File: src/rtl/booth_pp_reduce_64.sv
// booth_pp_reduce_64
//
// Reduction stage behind the radix-4 Booth partial-product generator of the
// 32x32 multiplier. It sums the 17 signed 34-bit partial products with a
// carry-save tree and a final carry-propagate adder. The result is a 64-bit
// product with a valid/ready handshake and a sideband tag.
//
// Pipeline (one result per cycle when not back-pressured):
//   S1 : capture, CSA levels 17(+1) rows -> 6 rows
//   S2 : CSA levels 6 rows -> sum/carry pair
//   S3 : 64-bit carry-propagate add, drives o_product/o_tag
//
// Ports:
//   i_clk, i_rst           clock (rising edge), asynchronous active-high reset
//   i_valid / o_ready      input handshake for one partial-product set
//   i_pp1 .. i_pp17        34-bit two's complement partial products,
//                          i_ppK carries weight 4^(K-1)
//   i_acc                  64-bit addend, only present with BOOTH_PP_ACC_EN
//   i_tag                  sideband tag, returned unchanged with the result
//   o_valid / i_ready      output handshake
//   o_product              sum of all rows, mod 2^64
//   o_tag                  tag belonging to o_product
//
// Configuration macro:
//   BOOTH_PP_ACC_EN        adds the i_acc port, which enters the tree as an
//                          extra row (multiply-accumulate use)

module booth_pp_reduce_64 #(
  parameter int TAG_W = 4
) (
  input  logic             i_clk,
  input  logic             i_rst,
  input  logic             i_valid,
  output logic             o_ready,
  input  logic [33:0]      i_pp1,
  input  logic [33:0]      i_pp2,
  input  logic [33:0]      i_pp3,
  input  logic [33:0]      i_pp4,
  input  logic [33:0]      i_pp5,
  input  logic [33:0]      i_pp6,
  input  logic [33:0]      i_pp7,
  input  logic [33:0]      i_pp8,
  input  logic [33:0]      i_pp9,
  input  logic [33:0]      i_pp10,
  input  logic [33:0]      i_pp11,
  input  logic [33:0]      i_pp12,
  input  logic [33:0]      i_pp13,
  input  logic [33:0]      i_pp14,
  input  logic [33:0]      i_pp15,
  input  logic [33:0]      i_pp16,
  input  logic [33:0]      i_pp17,
`ifdef BOOTH_PP_ACC_EN
  input  logic [63:0]      i_acc,
`endif
  input  logic [TAG_W-1:0] i_tag,
  output logic             o_valid,
  input  logic             i_ready,
  output logic [63:0]      o_product,
  output logic [TAG_W-1:0] o_tag
);

  // Rows left after one level of 3:2 compressors.
  function automatic int csa_rows(input int n);
    return (n / 3) * 2 + n % 3;
  endfunction

  // Each partial product enters the tree with its sign bit inverted, which
  // adds 2^(33+2k) to row k. Summing the negated offsets once gives a single
  // constant row that replaces full sign replication. Offsets at or beyond
  // bit 64 vanish modulo 2^64.
  function automatic logic [63:0] sign_comp_const();
    logic [63:0] c;
    c = '0;
    for (int k = 0; k < 17; k++) c = c - (64'd1 << (33 + 2 * k));
    return c;
  endfunction

  // 3:2 compressor on full 64-bit rows, returns {carry, sum}.
  function automatic logic [127:0] csa(input logic [63:0] a, input logic [63:0] b,
                                       input logic [63:0] c);
    logic [63:0] maj;
    maj = (a & b) | (a & c) | (b & c);
    return {maj[62:0], 1'b0, a ^ b ^ c};
  endfunction

`ifdef BOOTH_PP_ACC_EN
  localparam int N_ROWS = 19;
`else
  localparam int N_ROWS = 18;
`endif
  localparam int L1 = csa_rows(N_ROWS);
  localparam int L2 = csa_rows(L1);
  localparam int L3 = csa_rows(L2);
  localparam int M1 = csa_rows(L3);
  localparam int M2 = csa_rows(M1);
  localparam int M3 = csa_rows(M2);
  localparam logic [63:0] SIGN_COMP = sign_comp_const();

  logic [33:0]      pp [17];
  logic [63:0]      r0 [N_ROWS];
  logic [63:0]      r1 [L1];
  logic [63:0]      r2 [L2];
  logic [63:0]      r3 [L3];
  logic [63:0]      s1_row [L3];
  logic [TAG_W-1:0] s1_tag;
  logic             s1_valid;
  logic [63:0]      t1 [M1];
  logic [63:0]      t2 [M2];
  logic [63:0]      t3 [M3];
  logic [63:0]      s2_sum;
  logic [63:0]      s2_carry;
  logic [TAG_W-1:0] s2_tag;
  logic             s2_valid;
  logic             take1;
  logic             take2;
  logic             take3;

  assign pp[0]  = i_pp1;
  assign pp[1]  = i_pp2;
  assign pp[2]  = i_pp3;
  assign pp[3]  = i_pp4;
  assign pp[4]  = i_pp5;
  assign pp[5]  = i_pp6;
  assign pp[6]  = i_pp7;
  assign pp[7]  = i_pp8;
  assign pp[8]  = i_pp9;
  assign pp[9]  = i_pp10;
  assign pp[10] = i_pp11;
  assign pp[11] = i_pp12;
  assign pp[12] = i_pp13;
  assign pp[13] = i_pp14;
  assign pp[14] = i_pp15;
  assign pp[15] = i_pp16;
  assign pp[16] = i_pp17;

  // A stage may load when it is empty or when the stage after it loads.
  // Stage 3 is the output register and drains on i_ready.
  assign take3   = ~o_valid | i_ready;
  assign take2   = ~s2_valid | take3;
  assign take1   = ~s1_valid | take2;
  assign o_ready = take1;

  // Initial rows: sign-inverted, weighted partial products plus the
  // compensation constant (and the accumulator when enabled).
  always_comb begin
    for (int k = 0; k < N_ROWS; k++) r0[k] = '0;
    for (int k = 0; k < 17; k++) r0[k] = 64'({~pp[k][33], pp[k][32:0]}) << (2 * k);
    r0[17] = SIGN_COMP;
`ifdef BOOTH_PP_ACC_EN
    r0[18] = i_acc;
`endif
  end

  // S1 tree: groups of three rows compress to two, leftovers pass through.
  always_comb begin
    for (int i = 0; i < L1; i++) r1[i] = '0;
    for (int g = 0; g < N_ROWS / 3; g++)
      {r1[2*g+1], r1[2*g]} = csa(r0[3*g], r0[3*g+1], r0[3*g+2]);
    for (int k = 0; k < N_ROWS % 3; k++)
      r1[2*(N_ROWS/3)+k] = r0[3*(N_ROWS/3)+k];
  end

  always_comb begin
    for (int i = 0; i < L2; i++) r2[i] = '0;
    for (int g = 0; g < L1 / 3; g++)
      {r2[2*g+1], r2[2*g]} = csa(r1[3*g], r1[3*g+1], r1[3*g+2]);
    for (int k = 0; k < L1 % 3; k++)
      r2[2*(L1/3)+k] = r1[3*(L1/3)+k];
  end

  always_comb begin
    for (int i = 0; i < L3; i++) r3[i] = '0;
    for (int g = 0; g < L2 / 3; g++)
      {r3[2*g+1], r3[2*g]} = csa(r2[3*g], r2[3*g+1], r2[3*g+2]);
    for (int k = 0; k < L2 % 3; k++)
      r3[2*(L2/3)+k] = r2[3*(L2/3)+k];
  end

  // S2 tree: six registered rows down to a sum/carry pair.
  always_comb begin
    for (int i = 0; i < M1; i++) t1[i] = '0;
    for (int g = 0; g < L3 / 3; g++)
      {t1[2*g+1], t1[2*g]} = csa(s1_row[3*g], s1_row[3*g+1], s1_row[3*g+2]);
    for (int k = 0; k < L3 % 3; k++)
      t1[2*(L3/3)+k] = s1_row[3*(L3/3)+k];
  end

  always_comb begin
    for (int i = 0; i < M2; i++) t2[i] = '0;
    for (int g = 0; g < M1 / 3; g++)
      {t2[2*g+1], t2[2*g]} = csa(t1[3*g], t1[3*g+1], t1[3*g+2]);
    for (int k = 0; k < M1 % 3; k++)
      t2[2*(M1/3)+k] = t1[3*(M1/3)+k];
  end

  always_comb begin
    for (int i = 0; i < M3; i++) t3[i] = '0;
    for (int g = 0; g < M2 / 3; g++)
      {t3[2*g+1], t3[2*g]} = csa(t2[3*g], t2[3*g+1], t2[3*g+2]);
    for (int k = 0; k < M2 % 3; k++)
      t3[2*(M2/3)+k] = t2[3*(M2/3)+k];
  end

  // Valid bits and the output register carry reset; the output register
  // holds its value whenever o_valid is set and i_ready is low.
  always_ff @(posedge i_clk or posedge i_rst) begin
    if (i_rst) begin
      s1_valid  <= 1'b0;
      s2_valid  <= 1'b0;
      o_valid   <= 1'b0;
      o_product <= '0;
      o_tag     <= '0;
    end else begin
      if (take1) s1_valid <= i_valid;
      if (take2) s2_valid <= s1_valid;
      if (take3) begin
        o_valid <= s2_valid;
        if (s2_valid) begin
          o_product <= s2_sum + s2_carry;
          o_tag     <= s2_tag;
        end
      end
    end
  end

  // Intermediate data registers only load with a valid set; contents of
  // empty stages are don't-care.
  always_ff @(posedge i_clk) begin
    if (take1 && i_valid) begin
      for (int i = 0; i < L3; i++) s1_row[i] <= r3[i];
      s1_tag <= i_tag;
    end
    if (take2 && s1_valid) begin
      s2_sum   <= t3[0];
      s2_carry <= t3[1];
      s2_tag   <= s1_tag;
    end
  end

endmodule

File: config.mk
export PLATFORM = sky130hd
export DESIGN_NAME = booth_pp_reduce_64
export DESIGN_NICKNAME = d
export VERILOG_FILES = /design/src/rtl/booth_pp_reduce_64.sv
export SDC_FILE = /design/constraint.sdc
export NUM_CORES = 2
export LEC_CHECK = 0
export CAP_MARGIN = 20
export CORE_MARGIN = 8
export CORE_UTILIZATION = 40
export DETAILED_ROUTE_END_ITERATION = 10
export HOLD_SLACK_MARGIN = 0.08
export PLACE_DENSITY = 0.68
export SYNTH_ARGS = -nofsm -noshare
export SYNTH_HDL_FRONTEND = slang
export SYNTH_SLANG_ARGS = --single-unit
File: constraint.sdc
create_clock -name i_clk -period 6.97 [get_ports i_clk]
set_clock_uncertainty 0.15 [all_clocks]
set_input_delay 1.0455 -clock i_clk [delete_from_list [all_inputs] [get_ports i_clk]]
set_output_delay 1.0455 -clock i_clk [all_outputs]
set_load 0.03 [all_outputs]
# Word-level counts from Yosys, hierarchy flattened
# Memory sizes are Yosys's and may differ from the RTL's.
# Index checks and enable logic that the tools add are counted.
totals:
  output_inout_bits: 70
  regBits: 206
  input_bits: 586
  mem_bits_rw: 384
  memories: 1
  elab_cells: 148
mem_list:
  columns: ["memory", "depth", "word_bits", "read_ports", "rd_clocked_by_memory_dff", "wr", "line_no", "source"]
  rows:
  - ["s1_row", 6, 64, 6, 0, 6, "104", "logic [63:0] s1_row [L3];"]
op_classes:
  bitwise_logic: 132
  n_addsub: 1
  n_reduce_logical: 3
  n_mux: 2
op_table:
  columns: ["operator", "count"]
  rows:
  - ["$and A63 B63 Y63", 16]
  - ["$or A63 B63 Y63", 13]
  - ["$xor A64 B64 Y64", 10]
  - ["$or A62 B62 Y62", 2]
  - ["$and A45 B51 Y51", 2]
  - ["$or A51 B51 Y51", 2]
  - ["$or A44 B44 Y44", 2]
  - ["$add A64 B64 Y64", 1]
  - ["$xor A63 B64 Y64", 1]
  - ["$and A52 B63 Y63", 1]
  - ["$and A62 B63 Y63", 1]
  - ["$or A62 B63 Y63", 1]
  - ["$xor A62 B63 Y63", 1]
  - ["$and A52 B62 Y62", 1]
  - ["$and A56 B62 Y62", 1]
  - ["$and A57 B62 Y62", 1]
  - ["$and A58 B62 Y62", 1]
  - ["$and A60 B62 Y62", 1]
  - ["$or A57 B62 Y62", 1]
  - ["$or A60 B62 Y62", 1]
  - ["$xor A52 B62 Y62", 1]
  - ["$xor A57 B62 Y62", 1]
  - ["$xor A60 B62 Y62", 1]
  - ["$and A58 B60 Y60", 1]
  - ["52 further kinds", 74]

# Longest topological paths before layout
depth:
  word_depth: 10
  depth_mapped: 10
  ltp_nobuf: 10

# Worst setup path before layout
# OpenSTA, ideal clock, no wires.
synth_timing:
  path_kind: "input -> register"
  startpoint: "input port i_ready"
  endpoint: "memory s1_row[0][0] (enable)"
  stages: 3
  arrival_ns: 7.152
  setup_slack_ns: -0.975
  setup_ns: 0.643
  path_cell_list: "nor2b_1 > nand3_1 > and2_1"
synth_rtl:
  columns: ["element", "line_no", "source"]
  rows:
  - ["from (decl)", "57", "input logic i_ready,"]
  - ["to (decl)", "104", null]

# Worst setup path in the final report
layout_timing:
  startpoint: "input port i_ready"
  endpoint: "output port o_ready"
layout_via:
  elab_chain_len: 3
layout_rtl:
  columns: ["element", "line_no", "source"]
  rows:
  - ["$or A1 B1 Y1", "138", "assign take3 = ~o_valid | i_ready;"]
  - ["$or A1 B1 Y1", "139", "assign take2 = ~s2_valid | take3;"]
  - ["$or A1 B1 Y1", "140", "assign take1 = ~s1_valid | take2;"]
  - ["to (decl)", "34", "output logic o_ready,"]
# Every way passes these cells.

==> run_results.csv <==
group,metric,value,unit
timing,rsz0062_at_grt,"no",
drt,dr.pass1.iters,5,
yosys,synth_top_cell_area_share,36.8,%
worst_hold_path,hold_class,"reg2reg",
clocking,cts_hold_buf,0,
drt,antenna_left,0,
yosys,ys_top_cells_by_area,"edfxtp_1, fa_1, ha_1",
critical_path,cp.required,5.77,ns
floorplanning,die_w,293,um
grt,grt_pass1_vias,22448,
critical_path,critPathTopFamily,"buffers and inverters",
timing,hold_viol,0,
yosys,synth_top_area_cell,"edfxtp_1",
yosys,postSynthCellCount,2348,
critical_path,critical-path-max-stage-delay,0.75,ns
grt,grtUsageTotal,18.5,%
clocking,cts_htree_levels,2,
placed_design,dpl.hpwl,67400,um
floorplanning,fp.dieH,293,um
placed_design,gp_congestion,0.915,
critical_path,critPathLaunchType,"primary input",
cells_and_area,area_growth,30.7,%
grt,grt_max_degree,117,
critical_path,regToRegEndpoint,"o_product[42]",
timing,min_period,3.66,ns
timing,maxSlewHeadroom,31.2,%
timing,finalCritPeriodShare,52.5,%
critical_path,critPathBufInv,2,
outcome,outcome,"completed",
clocking,root_buffer,"clkbuf_16",
drt,drc_errors,0,
floorplanning,num_rows,101,
clocking,clockBufferDepth,3,
critical_path,crit_arrival,2.46,ns
yosys,synth-seq-cells,447,
floorplanning,die_area,85900,um^2
timing,holdWs,0.271,ns
pwr,p_int,8.79,mW
timing,setup_ws,3.31,ns
yosys,yosysWarnings,0,
critical_path,crit_top_cell,"clkdlybuf4s50_1",
grt,grt_first_pass_wirelength,124000,um
cells_and_area,final_nets,4276,
critical_path,crit_slowest_cell,"clkdlybuf4s50_1",
grt,antenna_found_initial,3,
drt,num_vias,19189,
pwr,p_sw,5.55,mW
pwr,power.total,14.3,mW
pwr,switching_share,38.7,%
drt,wl_per_cell,19.3,um
timing,totalNegativeSetupSlack,0,ns
critical_path,path_cells,"clkdlybuf4s50_1 > nor2b_1 > nand3_1 > clkdlybuf4s50_1",
yosys,async_flop_share,15.9,%
drt,drt_iter0_drc,923,
yosys,synth_area_per_cell,13.1,um^2
worst_hold_path,hold_path_end,"s2_tag[3]",
clocking,postCtsSetupBuffers,0,
pwr,leakagePower,17.5,nW
pwr,combPwrFrac,49.1,%
floorplanning,core_area,75900,um^2
critical_path,endpoint_kind,"output port",
critical_path,critPathKind,"in2out",
placed_design,post-place-ws,3.16,ns
critical_path,reg2regPathDepth,10,
timing,report.final.slew_viol_count,0,
clocking,cts_tree,"built",
clocking,clk_latency,0.59,ns
clocking,post_cts_resized,0,
drt,vias_per_cell,4.69,
yosys,netlist_area,30700,um^2
critical_path,cp_max_fo,3,
yosys,synthDistinctLibCells,68,
worst_hold_path,holdCritStartpoint,"s1_tag[3]",
clocking,path_clk_slew,0.06,ns
clocking,cts_buffers,50,
critical_path,r2r_start,"s2_sum[8]",
placed_design,port_buffers,653,
timing,finalSetupViolCount,0,
critical_path,r2r_slack,3.51,ns
pwr,power_density,357,nW/um^2
pwr,pwr-share-seq,31.4,%
floorplanning,io_pins,656,
cells_and_area,drive_gt1_share,3.56,%
cells_and_area,utilization,52.8,%
timing,fmax,0.273,GHz
clocking,cts.sinks,447,
worst_hold_path,hold_depth,0,
yosys,ys_seq_area_share,42.6,%
timing,worst_slew_pin_slew,1.03,ns
cells_and_area,fill_cells,6410,
yosys,ys.flop_type,"edfxtp_1",
yosys,synth_edf_count,376,
pwr,max-vdd-ir-drop,244,uV
floorplanning,start_util,40.4,%
grt,grt_overflow,0,
yosys,synth.net_count,3603,
pwr,clockPowerShare,19.4,%
job,cap_viol_max_count,0,
drt,drt-total-wl,79200,um
## registers in the layout, indices dropped and copies added (netlist names)
| register | count |
|---|---|
| s1_row | 248 |
| o_product | 64 |
| s2_sum | 64 |
| s2_carry | 56 |
| o_tag | 4 |
| s1_tag | 4 |
| s2_tag | 4 |
| o_valid | 1 |
| s1_valid | 1 |
| s2_valid | 1 |
## cell type report
class / instances / area, um^2 / area share [%]
Clock inverter: 29 / 372 / 0.926
Timing Repair Buffer: 659 / 6590 / 16.4
Tap cell: 1030 / 1290 / 3.21
Inverter: 618 / 2320 / 5.78
Sequential cell: 447 / 13100 / 32.6
Antenna cell: 2 / 5.00 / 0.0125
Clock buffer: 64 / 1370 / 3.40
Multi-Input combinational cell: 1245 / 15100 / 37.7
## layout by cell type (no fill, tap or decap), drive strengths merged, types with 4 or more instances in the layout
cell type / instances
o31ai: 4
o311ai: 6
clkinv: 15
or3: 6
o21ai: 80
dfrtp: 71
xor2: 11
clkdlybuf4s50: 653
a31oi: 9
or4: 5
nor3: 12
o2111ai: 9
o21a: 5
buf: 6
fa: 453
nand3: 14
a21o: 17
inv: 621
nand2: 148
edfxtp: 376
and3: 14
ha: 216
nand4: 22
mux2i: 5
and2: 7
clkbuf: 64
nand2b: 5
nor2: 28
o211ai: 11
a21oi: 66
bufinv: 8
a211oi: 6
xnor2: 35
o21bai: 13
## cell usage after synthesis (all sizes together) (3+ instances only)
master,number
inv,618
fa,453
edfxtp,376
ha,216
nand2,148
o21ai,80
dfrtp,71
a21oi,66
xnor2,35
nor2,28
nand4,22
clkbuf,20
buf,18
a21o,17
and3,14
nand3,14
o21bai,13
nor3,12
o211ai,11
xor2,11
a31oi,9
o2111ai,9
and2,7
a211oi,6
o311ai,6
or3,6
mux2i,5
nand2b,5
o21a,5
or4,5
o31ai,4
a21boi,3
a221o,3
a22oi,3
and4,3
mux2,3
nor2b,3
## worst max path at each step
stage | from | endpoint | cells past startpoint
after floorplan | i_ready | s1_row[0][0] | 3
after global placement | i_pp1[19] | s1_row[0][20] | 4
after detailed placement | i_ready | s2_carry[12] | 5
after CTS | i_ready | o_ready | 4
after global routing | i_ready | o_ready | 4
final | i_ready | o_ready | 4
## through the flow
step	std cells	cell area, um^2
final	4094	40100
after global routing	4093	40100
after CTS	4092	40100
after detailed placement	3999	38400
after global placement	3999	38400
after floorplan	2348	30700
## power by group through the flow
stage	combinational [mW]	clock, mW	sequential (mW)
3_5_place_dp	7.13	0	4.57
4_1_cts	7.19	2.87	4.53
2_1_floorplan	4.20	0	4.84
3_3_place_gp	7.00	0	4.55
6_report	7.04	2.79	4.51
5_1_grt	7.99	2.96	4.60
## per-layer routing
layer / share of wire (%) / global-route usage [%] / wire (um) / up-vias
met5: 0.016 / 0 / 13 / -
li1: - / - / - / 8878
met4: 1.9 / 3.90 / 1530 / 2
met3: 6.5 / 4.63 / 5170 / 106
met2: 53 / 33.9 / 41700 / 542
met1: 39 / 22.0 / 30700 / 9661
## worst register-to-register path, stage by stage, from the launching register on
cell	delay (ns)
edfxtp_1	0.37
ha_1	0.25
fa_1	0.41
a21o_1	0.19
a221o_1	0.39
and4_1	0.23
o21ai_0	0.36
a211oi_1	0.27
o2111ai_1	0.35
mux2i_1	0.12
a211o_1	0.27
## kinds of logic after synthesis
logic type	after synthesis	synth area share, %
adder cells (fa/ha/maj)	669	38.3
buffers and inverters	656	8.24
flip-flops	447	42.6
AND/OR/NAND/NOR	273	4.22
AO/OA/AOI/OAI	249	5.05
XOR/XNOR	46	1.31
multiplexers	8	0.273
Note: power is estimated with default switching activity, not from simulation.
